## config.mk

```make
export PLATFORM = sky130hd
export DESIGN_NAME = matmul_flags_collector
export DESIGN_NICKNAME = d
export VERILOG_FILES = /design/src/rtl/matmul_flags_collector.sv
export SDC_FILE = /design/constraint.sdc
export NUM_CORES = 1
export LEC_CHECK = 0
export ABC_AREA = 1
export BUFFER_PORTS_ARGS = -buffer_cell sky130_fd_sc_hd__buf_2
export CAP_MARGIN = 20
export CORE_ASPECT_RATIO = 1.4
export CORE_MARGIN = 2
export CORE_UTILIZATION = 56
export DETAILED_ROUTE_END_ITERATION = 10
export HOLD_SLACK_MARGIN = 0.03
export PLACE_DENSITY = 0.79
export SYNTH_ARGS = -nofsm -noshare
export SYNTH_HDL_FRONTEND = slang
export SYNTH_SLANG_ARGS = --single-unit
```

## constraint.sdc

```tcl
create_clock -name clk_i -period 2.2 [get_ports clk_i]
set_clock_uncertainty 0.2 [all_clocks]
set_input_delay 0.22 -clock clk_i [delete_from_list [all_inputs] [get_ports clk_i]]
set_output_delay 0.22 -clock clk_i [all_outputs]
set_load 0.01 [all_outputs]
```

## src/rtl/matmul_flags_collector.sv

```systemverilog
// Gathers per-PE overflow pulses into a sticky vector for one matmul operation,
// then writes it to the flags register and signals completion.
//
// state   | meaning
// --------+-------------------------------------------------------------
// S_IDLE  | waiting for start_i; sticky vector holds last result
// S_RUN   | accumulating pe_ovf_i for len compute cycles
// S_WRITE | flag_we_o pulse, flag_data_o carries the final sticky vector
// S_DONE  | done_o pulse to the matmul controller
module matmul_flags_collector #(
    parameter int DATA_WIDTH = 32,
    parameter int BUS_WIDTH  = 64,
    parameter int MAX_DIM    = BUS_WIDTH / DATA_WIDTH,
    parameter int CNT_WIDTH  = 8
) (
    input  logic                         clk_i,
    input  logic                         rst_ni,
    input  logic                         start_i,
    input  logic [CNT_WIDTH-1:0]         op_len_i,
    input  logic                         clear_i,
    input  logic [MAX_DIM*MAX_DIM-1:0]   pe_ovf_i,
    output logic                         flag_we_o,
    output logic [MAX_DIM*MAX_DIM-1:0]   flag_data_o,
    output logic                         busy_o,
    output logic                         done_o,
    output logic                         ovf_any_o
);

    localparam int NF = MAX_DIM * MAX_DIM;
    localparam logic [CNT_WIDTH-1:0] ONE = {{(CNT_WIDTH-1){1'b0}}, 1'b1};

    typedef enum logic [1:0] {
        S_IDLE  = 2'd0,
        S_RUN   = 2'd1,
        S_WRITE = 2'd2,
        S_DONE  = 2'd3
    } state_e;

    state_e                 state_q, state_d;
    logic [CNT_WIDTH-1:0]   cnt_q, cnt_d;
    logic [CNT_WIDTH-1:0]   len_q, len_d;
    logic [NF-1:0]          sticky_q, sticky_d;

    always_ff @(posedge clk_i or negedge rst_ni) begin
        if (!rst_ni) begin
            state_q  <= S_IDLE;
            cnt_q    <= '0;
            len_q    <= '0;
            sticky_q <= '0;
        end else begin
            state_q  <= state_d;
            cnt_q    <= cnt_d;
            len_q    <= len_d;
            sticky_q <= sticky_d;
        end
    end

    always_comb begin
        state_d  = state_q;
        cnt_d    = cnt_q;
        len_d    = len_q;
        sticky_d = sticky_q;

        if (clear_i) begin
            state_d  = S_IDLE;
            cnt_d    = '0;
            sticky_d = '0;
        end else begin
            unique case (state_q)
                S_IDLE: begin
                    if (start_i) begin
                        state_d  = S_RUN;
                        cnt_d    = '0;
                        sticky_d = '0;
                        // A zero length still runs one compute cycle
                        len_d    = (op_len_i == '0) ? ONE : op_len_i;
                    end
                end
                S_RUN: begin
                    sticky_d = sticky_q | pe_ovf_i;
                    if (cnt_q == len_q - ONE) begin
                        state_d = S_WRITE;
                    end else begin
                        cnt_d = cnt_q + ONE;
                    end
                end
                S_WRITE: state_d = S_DONE;
                S_DONE:  state_d = S_IDLE;
                default: state_d = S_IDLE;
            endcase
        end
    end

    assign busy_o      = (state_q != S_IDLE);
    assign flag_we_o   = (state_q == S_WRITE);
    assign done_o      = (state_q == S_DONE);
    assign flag_data_o = sticky_q;
    assign ovf_any_o   = |sticky_q;

endmodule

```

==> results.py, run 1 <==
metrics = {
    "die": {
        "rows": 22,
        "design.die.area_um2": 3150,
        "fp.dieW_um": 48.0,
        "coreArea_um2": 2590,
        "io_pins": 24,
        "initial_core_util_pct": 58.6,
        "die_y_um": 65.6,
    },
    "yosys": {
        "syn_avg_cell_area_um2": 7.47,
        "yosysWarnings": 0,
        "netlist_area_um2": 1520,
        "yosysSeqAreaShare_pct": 36.3,
        "ys_types": 28,
        "synth_top_area_share_pct": 36.3,
        "synth_area_leaders": "dfrtp_1, nand2_1, inv_1",
        "ys_seq_elements": 22,
        "syn_nets": 225,
        "synth_cells": 203,
        "yosysTopAreaCell": "dfrtp_1",
    },
    "routing": {
        "drc_errors": 0,
        "first_pass_iters": 4,
        "wl_per_cell_um": 12.5,
        "drt-initial-drc-count": 35,
        "num_vias": 1434,
        "vias_per_cell": 5.20,
        "totalWireLength_um": 3460,
        "drtAntennaViolNets": 0,
    },
    "global_routing": {
        "grt_pass1_vias": 1448,
        "grt_pass1_wl_um": 6000,
        "overflow": 0,
        "antenna_found_initial": 0,
        "track_usage_pct": 26.4,
        "grt_max_degree": 23,
    },
    "cts": {
        "clockBufferDepth": 2,
        "cts_hold_buf": 13,
        "cts_sinks": 22,
        "cts_resized": 0,
        "h-tree-depth": 1,
        "cts_tree": "yes",
        "root_buffer": "clkbuf_4",
        "worst_skew_pair.late_latency_ns": 0.32,
        "cts_buffers": 3,
        "post_cts.repair.setup_buffers": 0,
        "clk_pin_slew_ns": 0.13,
    },
    "power": {
        "finalPower_mw": 2.09,
        "irDropWorstVdd_mv": 0.742,
        "powerDensity_nw_per_um2": 1130,
        "power_leakage_nw": 0.971,
    },
    "timing": {
        "slew_violations": 0,
        "max_freq_mhz": 493,
        "rsz0062_at_grt": "false",
        "setup_tns_ns": 0,
        "finalSetupViolCount": 0,
        "finalHoldViolCount": 0,
        "period_minus_slack_ns": 2.03,
        "fin_crit_sh_pct": 92.2,
        "worstMarginPinSlew_ns": 0.494,
        "relSlewSlack_pct": 67.1,
    },
    "final_layout": {
        "nets": 263,
        "multiInputGateArea_um2": 823,
        "fin_util_pct": 71.4,
        "area_growth_pct": 21.9,
        "regArea_um2": 551,
        "final_common_cell": "nand2_1",
        "fillers": 225,
        "final_cell_mix": "nand2_1, inv_1, buf_2",
        "drive_gt1_share_pct": 19.2,
        "n_antenna_cell": 0,
    },
    "min_path": {
        "hold_depth": 4,
        "holdCritStartpoint": "clear_i",
        "hold_end": "cnt_q[7]$_DFFE_PN0P_",
        "hp-class": "input pin to flop",
    },
    "worst_setup_path": {
        "crit_path_max_fanout": 7,
        "crit_arrival_ns": 2.06,
        "reg2reg_from": "len_q[0]$_DFFE_PN0P_",
        "worstSetupPathType": "flop to flop",
        "r2r_end": "state_q[1]$_DFFE_PN0P_",
        "regToRegSetupSlack_ns": 0.17,
        "cp_data_required_time_ns": 2.23,
        "cp-start-kind": "flop",
        "reg2reg_depth": 13,
        "end_kind": "flop",
    },
    "place": {
        "io_buffers": 23,
        "place_congestion": 0.832,
        "dp_hpwl_um": 2480,
    },
    "outcome": {
        "status": "finished clean",
    },
    "run": {
        "cap_violations": 0,
    },
}
-- cells by family (layout without fill, tap and decap cells) --
group,count (synthesis),in the layout,synth area share [%]
buffers and inverters,36,73,9.41
xor gates and xnor gates,10,10,5.78
DFF,22,22,36.3
and+or+nand+nor,109,109,35.3
adders and majority gates,6,6,4.95
AOI/OAI and AO/OA,17,17,6.02
muxes,3,3,2.23
-- how the worst max path moves through the flow --
stage / endpoint / cells after the start / from
6_report: state_q[1]$_DFFE_PN0P_ / 13 / len_q[0]$_DFFE_PN0P_
3_5_place_dp: state_q[0]$_DFFE_PN0P_ / 13 / len_q[0]$_DFFE_PN0P_
5_1_grt: state_q[0]$_DFFE_PN0P_ / 13 / len_q[0]$_DFFE_PN0P_
3_3_place_gp: state_q[0]$_DFFE_PN0P_ / 13 / len_q[0]$_DFFE_PN0P_
4_1_cts: state_q[0]$_DFFE_PN0P_ / 13 / len_q[0]$_DFFE_PN0P_
2_1_floorplan: cnt_q[6]$_DFFE_PN0P_ / 14 / len_q[0]$_DFFE_PN0P_
-- state kept, by name, indices dropped and copies added, names as in the netlist --
name and cells:
cnt_q 8, len_q 8, flag_data_o 4, state_q 2
-- where the power goes --
group          internal [mW]  switching (mW)  leakage, nW
Clock                  0.184           0.132       0.0279
Combinational          0.414           0.670        0.657
Sequential             0.532           0.159        0.286
Total                   1.13           0.961        0.971
-- worst max-delay path, stage by stage (launching register included) --
cell and delay [ns]:
dfrtp_1 0.44, inv_2 0.12, ha_1 0.21, nand2_1 0.07, nor2_1 0.08, nand2_1 0.06, nand2_1 0.07, nand3_1 0.13
nor2_4 0.16, nand2_4 0.10, nand2_2 0.11, nand2_1 0.07, nand2_1 0.06, nand2_1 0.05
-- per-stage QoR --
| step | hold slack, ns | setup WS (ns) | instance area [µm²] | cells |
|---|---|---|---|---|
| after CTS | 0.0807 | 0.158 | 1850 | 276 |
| after global placement | 0.0123 | 0.227 | 1670 | 259 |
| after floorplan | -0.276 | 0.405 | 1520 | 203 |
| final | 0.0713 | 0.171 | 1850 | 276 |
| after detailed placement | 0.0146 | 0.177 | 1670 | 259 |
| after global routing | 0.0796 | 0.000840 | 1850 | 276 |
-- per-layer routing --
layer | vias up | GRT usage (%) | share of wire [%]
met2 | 31 | 46.2 | 53
met5 | - | 0 | 0
met4 | 0 | 12.2 | 4.0
li1 | 723 | - | -
met1 | 665 | 30.0 | 41
met3 | 15 | 3.02 | 2.1
-- area by class of cell --
cell class	instances	area share [%]
flip-flops and latches	22	29.8
inverters	31	6.30
clock inverters	1	1.62
repair buffers	38	14.1
well taps	36	2.44
clock buffers	3	1.22
multi-input cells	145	44.5
-- Yosys cell counts --
| master | number |
|---|---|
| nand2_2 | 2 |
| a31oi_1 | 2 |
| nor4_1 | 2 |
| nand3_2 | 1 |
| xor2_1 | 6 |
| o21ai_2 | 1 |
| nand2_1 | 47 |
| nand2_8 | 1 |
| nor3_1 | 3 |
| mux2_2 | 3 |
| buf_2 | 2 |
| dfrtp_1 | 22 |
| nor2_4 | 3 |
| clkbuf_1 | 1 |
| o21ai_0 | 6 |
| nor3_2 | 1 |
| nand3_1 | 21 |
| inv_2 | 3 |
| xnor2_1 | 4 |
| o21ai_1 | 3 |
| ha_1 | 6 |
| inv_1 | 28 |
| nor2_1 | 18 |
| a21oi_1 | 5 |
| nand2_4 | 2 |
| nand4_1 | 8 |
| buf_4 | 1 |
| clkbuf_2 | 1 |
Power figures use the tool's default switching activity.
==> inputs of run 2 (changes only) <==
--- a/config.mk
+++ b/config.mk
@@ -10,10 +10,10 @@
 export CAP_MARGIN = 20
 export CORE_ASPECT_RATIO = 1.4
 export CORE_MARGIN = 2
-export CORE_UTILIZATION = 56
+export CORE_UTILIZATION = 60
 export DETAILED_ROUTE_END_ITERATION = 10
 export HOLD_SLACK_MARGIN = 0.03
-export PLACE_DENSITY = 0.79
+export PLACE_DENSITY = 0.84
 export SYNTH_ARGS = -nofsm -noshare
 export SYNTH_HDL_FRONTEND = slang
 export SYNTH_SLANG_ARGS = --single-unit
==> constraint.sdc (replaced) <==
create_clock -name clk_i -period 2.6 [get_ports clk_i]
set_clock_uncertainty 0.2 [all_clocks]
set_input_delay 0.26 -clock clk_i [delete_from_list [all_inputs] [get_ports clk_i]]
set_output_delay 0.26 -clock clk_i [all_outputs]
set_load 0.01 [all_outputs]
==> results.py, run 2 (same netlist as run 1, synthesis figures left out) <==
metrics = {
    "outcome": {
        "status": "finished clean",
    },
    "routing": {
        "wl_per_cell_um": 13.0,
        "drtAntennaViolNets": 0,
        "drt-initial-drc-count": 54,
        "drc_errors": 0,
        "num_vias": 1450,
        "first_pass_iters": 4,
        "totalWireLength_um": 3540,
        "vias_per_cell": 5.31,
    },
    "final_layout": {
        "nets": 262,
        "final_common_cell": "nand2_1",
        "area_growth_pct": 20.1,
        "final_cell_mix": "nand2_1, inv_1, buf_2",
        "fin_util_pct": 76.2,
        "n_antenna_cell": 0,
        "drive_gt1_share_pct": 18.8,
        "fin_cells": 273,
        "postLayoutCellArea_um2": 1820,
    },
    "global_routing": {
        "grt_max_degree": 23,
        "gr-usage-met1_pct": 30.2,
        "grt_pass1_vias": 1490,
        "top_usage_layer": "met2",
        "use_met2_pct": 47.9,
        "antenna_found_initial": 0,
        "overflow": 0,
        "grtUsageMet3_pct": 4.58,
        "grt_pass1_wl_um": 6000,
        "track_usage_pct": 27.1,
    },
    "timing": {
        "finalHoldViolCount": 0,
        "worstMarginPinSlew_ns": 0.495,
        "max_freq_mhz": 498,
        "period_minus_slack_ns": 2.01,
        "rsz0062_at_grt": "false",
        "setup_tns_ns": 0,
        "holdWs_ns": 0.132,
        "finalSetupViolCount": 0,
        "slew_violations": 0,
        "relSlewSlack_pct": 67.0,
        "fin_crit_sh_pct": 77.2,
    },
    "die": {
        "fp.dieW_um": 46.5,
        "coreArea_um2": 2390,
        "die_y_um": 63.5,
        "initial_core_util_pct": 63.4,
        "io_pins": 24,
        "design.die.area_um2": 2950,
        "rows": 21,
    },
    "worst_setup_path": {
        "worstSetupPathType": "flop to flop",
        "cp_data_required_time_ns": 2.64,
        "crit_path_max_fanout": 11,
        "cp-start-kind": "flop",
        "critPathSlowestCell": "dfrtp_1",
        "path_cells": "inv_1 -> ha_1 -> inv_1 -> nor3_1 -> a31oi_1 -> buf_4 -> o21ai_2 -> inv_2 -> a21oi_1",
        "end_kind": "flop",
        "cp_slowest_stage_delay_ns": 0.45,
        "cp_common_cell": "inv_1",
        "crit_arrival_ns": 2.05,
    },
    "place": {
        "dpl.cell_count": 256,
        "dp_hpwl_um": 2480,
        "placed_cell_area_um2": 1660,
        "io_buffers": 23,
        "place_congestion": 0.887,
    },
    "cts": {
        "h-tree-depth": 1,
        "cts_buffers": 3,
        "root_buffer": "clkbuf_4",
        "clockBufferDepth": 2,
        "cts_tree": "yes",
        "worst_skew_pair.late_latency_ns": 0.31,
        "clk_pin_slew_ns": 0.12,
        "post_cts.repair.setup_buffers": 0,
        "cts_sinks": 22,
        "cts_resized": 0,
    },
    "power": {
        "powerDensity_nw_per_um2": 925,
        "power_leakage_nw": 0.959,
        "irDropWorstVdd_mv": 0.648,
    },
    "run": {
        "cap_violations": 0,
    },
    "min_path": {
        "hp-class": "input pin to flop",
    },
}
[run 2: what timing repair did]
item / in CTS / in global routing
endpoints found under the setup margin: 0 / 0
hold endpoints to repair: 34 / 0
hold buffers: 13 / 0
[run 2: report_power, final]
part | switching [mW] | leakage (nW) | internal [mW]
Combinational | 0.559 | 0.653 | 0.349
Clock | 0.105 | 0.0210 | 0.0855
Sequential | 0.138 | 0.286 | 0.450
Total | 0.801 | 0.959 | 0.884
[run 2: metrics by stage]
| step | setup WS, ns | power [mW] |
|---|---|---|
| after floorplan | 0.805 | 1.26 |
| after global placement | 0.647 | 1.44 |
| after detailed placement | 0.586 | 1.48 |
| after CTS | 0.579 | 1.68 |
| after global routing | 0.384 | 1.85 |
| final | 0.592 | 1.69 |
[run 2: path summary, 6_finish.rpt]
kind	startpoint	to	slack, ns	cells after the start
worst min-delay path	clear_i	cnt_q[7]$_DFFE_PN0P_	0.13	4
worst min register to register	state_q[1]$_DFFE_PN0P_	state_q[1]$_DFFE_PN0P_	0.35	2
worst max register to register	state_q[0]$_DFFE_PN0P_	flag_data_o[1]$_DFFE_PN0P_	0.59	9
worst max-delay path	state_q[0]$_DFFE_PN0P_	flag_data_o[1]$_DFFE_PN0P_	0.59	9
min in group asynchronous	rst_ni	cnt_q[5]$_DFFE_PN0P_	0.23	2
max in group asynchronous	rst_ni	cnt_q[6]$_DFFE_PN0P_	1.63	2
[run 2: worst max-delay path, delay by kind of cell, from the launching register on]
kind                       cells  cell delay [ns]
DFF                            1             0.45
and+or+nand+nor                1             0.20
buffers and inverters          4             0.48
adders and majority gates      1             0.17
AOI/OAI and AO/OA              3             0.45
[run 2: area by class of cell]
type,count,area (µm²)
fillers,183,569
clock buffers,4,36.3
inverters,31,116
repair buffers,37,253
multi-input cells,145,823
well taps,34,42.5
flip-flops and latches,22,551
[run 2: routing by layer]
layer / wire [µm] / share of wire [%]
met1: 1430 / 40
met2: 1950 / 55
met3: 108 / 3.0
met4: 46 / 1.3
met5: 0 / 0
==> inputs of run 3 (changes only) <==
--- a/config.mk
+++ b/config.mk
@@ -10,10 +10,10 @@
 export CAP_MARGIN = 20
 export CORE_ASPECT_RATIO = 1.4
 export CORE_MARGIN = 2
-export CORE_UTILIZATION = 60
+export CORE_UTILIZATION = 50
 export DETAILED_ROUTE_END_ITERATION = 10
 export HOLD_SLACK_MARGIN = 0.03
-export PLACE_DENSITY = 0.84
+export PLACE_DENSITY = 0.75
 export SYNTH_ARGS = -nofsm -noshare
 export SYNTH_HDL_FRONTEND = slang
 export SYNTH_SLANG_ARGS = --single-unit
==> constraint.sdc (replaced) <==
create_clock -name clk_i -period 1.62 [get_ports clk_i]
set_clock_uncertainty 0.2 [all_clocks]
set_input_delay 0.162 -clock clk_i [delete_from_list [all_inputs] [get_ports clk_i]]
set_output_delay 0.162 -clock clk_i [all_outputs]
set_load 0.01 [all_outputs]
==> results.py, run 3 (same netlist as run 1, synthesis figures left out) <==
metrics = {
    "final_layout": {
        "drive_gt1_share_pct": 40.2,
        "final_cell_mix": "nand2_1, inv_1, dfrtp_1, buf_2, buf_4",
        "nets": 287,
        "area_growth_pct": 49.6,
        "final_common_cell": "nand2_1",
        "fin_util_pct": 78.8,
        "n_antenna_cell": 0,
    },
    "cts": {
        "clockBufferDepth": 2,
        "cts_tree": "yes",
        "h-tree-depth": 1,
        "clk_pin_slew_ns": 0.09,
        "worst_skew_pair.late_latency_ns": 0.27,
        "root_buffer": "clkbuf_8",
        "cts_buffers": 3,
        "cts_sinks": 22,
    },
    "die": {
        "coreArea_um2": 2880,
        "rows": 23,
        "initial_core_util_pct": 52.7,
        "die_y_um": 69.2,
        "design.die.area_um2": 3500,
        "io_pins": 24,
        "fp.dieW_um": 50.5,
    },
    "place": {
        "place_congestion": 0.865,
        "place_ws_ns": -0.265,
        "dp_hpwl_um": 2600,
        "io_buffers": 23,
    },
    "min_path": {
        "hp-class": "input pin to flop",
    },
    "timing": {
        "relSlewSlack_pct": 65.8,
        "period_minus_slack_ns": 1.90,
        "finalSetupViolCount": 14,
        "slew_violations": 0,
        "finalHoldViolCount": 0,
        "max_freq_mhz": 526,
        "worstMarginPinSlew_ns": 0.513,
        "rsz0062_at_grt": "true",
        "fin_crit_sh_pct": 117,
        "setup_tns_ns": -2.90,
        "setup_slack_ns": -0.280,
    },
    "routing": {
        "totalWireLength_um": 4200,
        "num_vias": 1603,
        "drtAntennaViolNets": 0,
        "drc_errors": 0,
        "vias_per_cell": 5.33,
        "first_pass_iters": 4,
        "drt-initial-drc-count": 43,
        "wl_per_cell_um": 13.9,
    },
    "global_routing": {
        "track_usage_pct": 25.2,
        "antenna_found_initial": 0,
        "grt_pass1_wl_um": 6800,
        "grt_max_degree": 23,
        "overflow": 0,
        "grt_pass1_vias": 1535,
    },
    "power": {
        "power_leakage_nw": 1.13,
        "powerDensity_nw_per_um2": 1690,
        "irDropWorstVdd_mv": 1.31,
    },
    "worst_setup_path": {
        "end_kind": "flop",
        "cp-start-kind": "flop",
        "worstSetupPathType": "flop to flop",
        "crit_arrival_ns": 1.87,
        "crit_path_max_fanout": 8,
        "cp_data_required_time_ns": 1.59,
    },
    "run": {
        "cap_violations": 0,
    },
    "outcome": {
        "status": "finished, violations left",
        "violations": "negative setup slack",
    },
}
-- run 3: through the flow --
stage / total power [mW] / cell area, µm² / hold WS [ns] / instances
floorplan: 2.08 / 1540 / -0.334 / 203
global placement: 2.69 / 1840 / -0.0372 / 278
detailed placement: 2.74 / 1840 / -0.0342 / 278
CTS: 3.55 / 2170 / 0.0541 / 300
global route: 4.11 / 2270 / 0.0932 / 301
finish: 3.84 / 2270 / 0.0549 / 301
-- run 3: area by class of cell --
type | count | area, µm²
multi-input cells | 147 | 1020
fillers | 197 | 609
flip-flops and latches | 22 | 551
repair buffers | 60 | 455
inverters | 31 | 121
well taps | 37 | 46.3
clock buffers | 3 | 41.3
clock inverters | 1 | 30.0
-- run 3: worst paths after layout --
check,slack [ns],cells after the start,startpoint,end
min in group asynchronous,0.19,2,rst_ni,len_q[7]$_DFFE_PN0P_
setup reg to reg,-0.28,14,len_q[1]$_DFFE_PN0P_,cnt_q[6]$_DFFE_PN0P_
hold / removal,0.05,4,clear_i,cnt_q[7]$_DFFE_PN0P_
hold reg to reg,0.34,1,len_q[7]$_DFFE_PN0P_,len_q[7]$_DFFE_PN0P_
max in group asynchronous,0.68,2,rst_ni,cnt_q[0]$_DFFE_PN0P_
setup / recovery,-0.28,14,len_q[1]$_DFFE_PN0P_,cnt_q[6]$_DFFE_PN0P_
-- run 3: worst max-delay path, cell delays in order, from the launching register on --
cell	delay (ns)
dfrtp_1	0.43
inv_2	0.07
ha_4	0.18
inv_4	0.07
nand2_4	0.05
nand2_2	0.07
nand2_2	0.06
nand2_2	0.07
nand3_2	0.08
nor2_4	0.13
nand2_4	0.12
nand2_8	0.12
nand2_4	0.05
nand2_1	0.06
nand2_1	0.04
-- run 3: timing repair --
item,CTS,global route
hold buffers,13,0
endpoints found under the hold margin,34,0
setup buffers,3,3
pin swaps,6,15
cloned,2,0
endpoints found under the setup margin,22,24
resized for setup,20,26
-- run 3: metal layers --
metal / routed length [µm] / GRT usage (%) / share of wire [%]
met1: 1640 / 29.7 / 39
met2: 2300 / 44.7 / 55
met3: 99 / 2.60 / 2.4
met4: 161 / 11.4 / 3.8
met5: 0 / 0 / 0
-- run 3: power by group --
group	internal, mW	switching [mW]	total [mW]
logic	1.06	1.32	2.38
registers	0.724	0.201	0.925
clock network	0.331	0.200	0.531
total	2.12	1.72	3.84
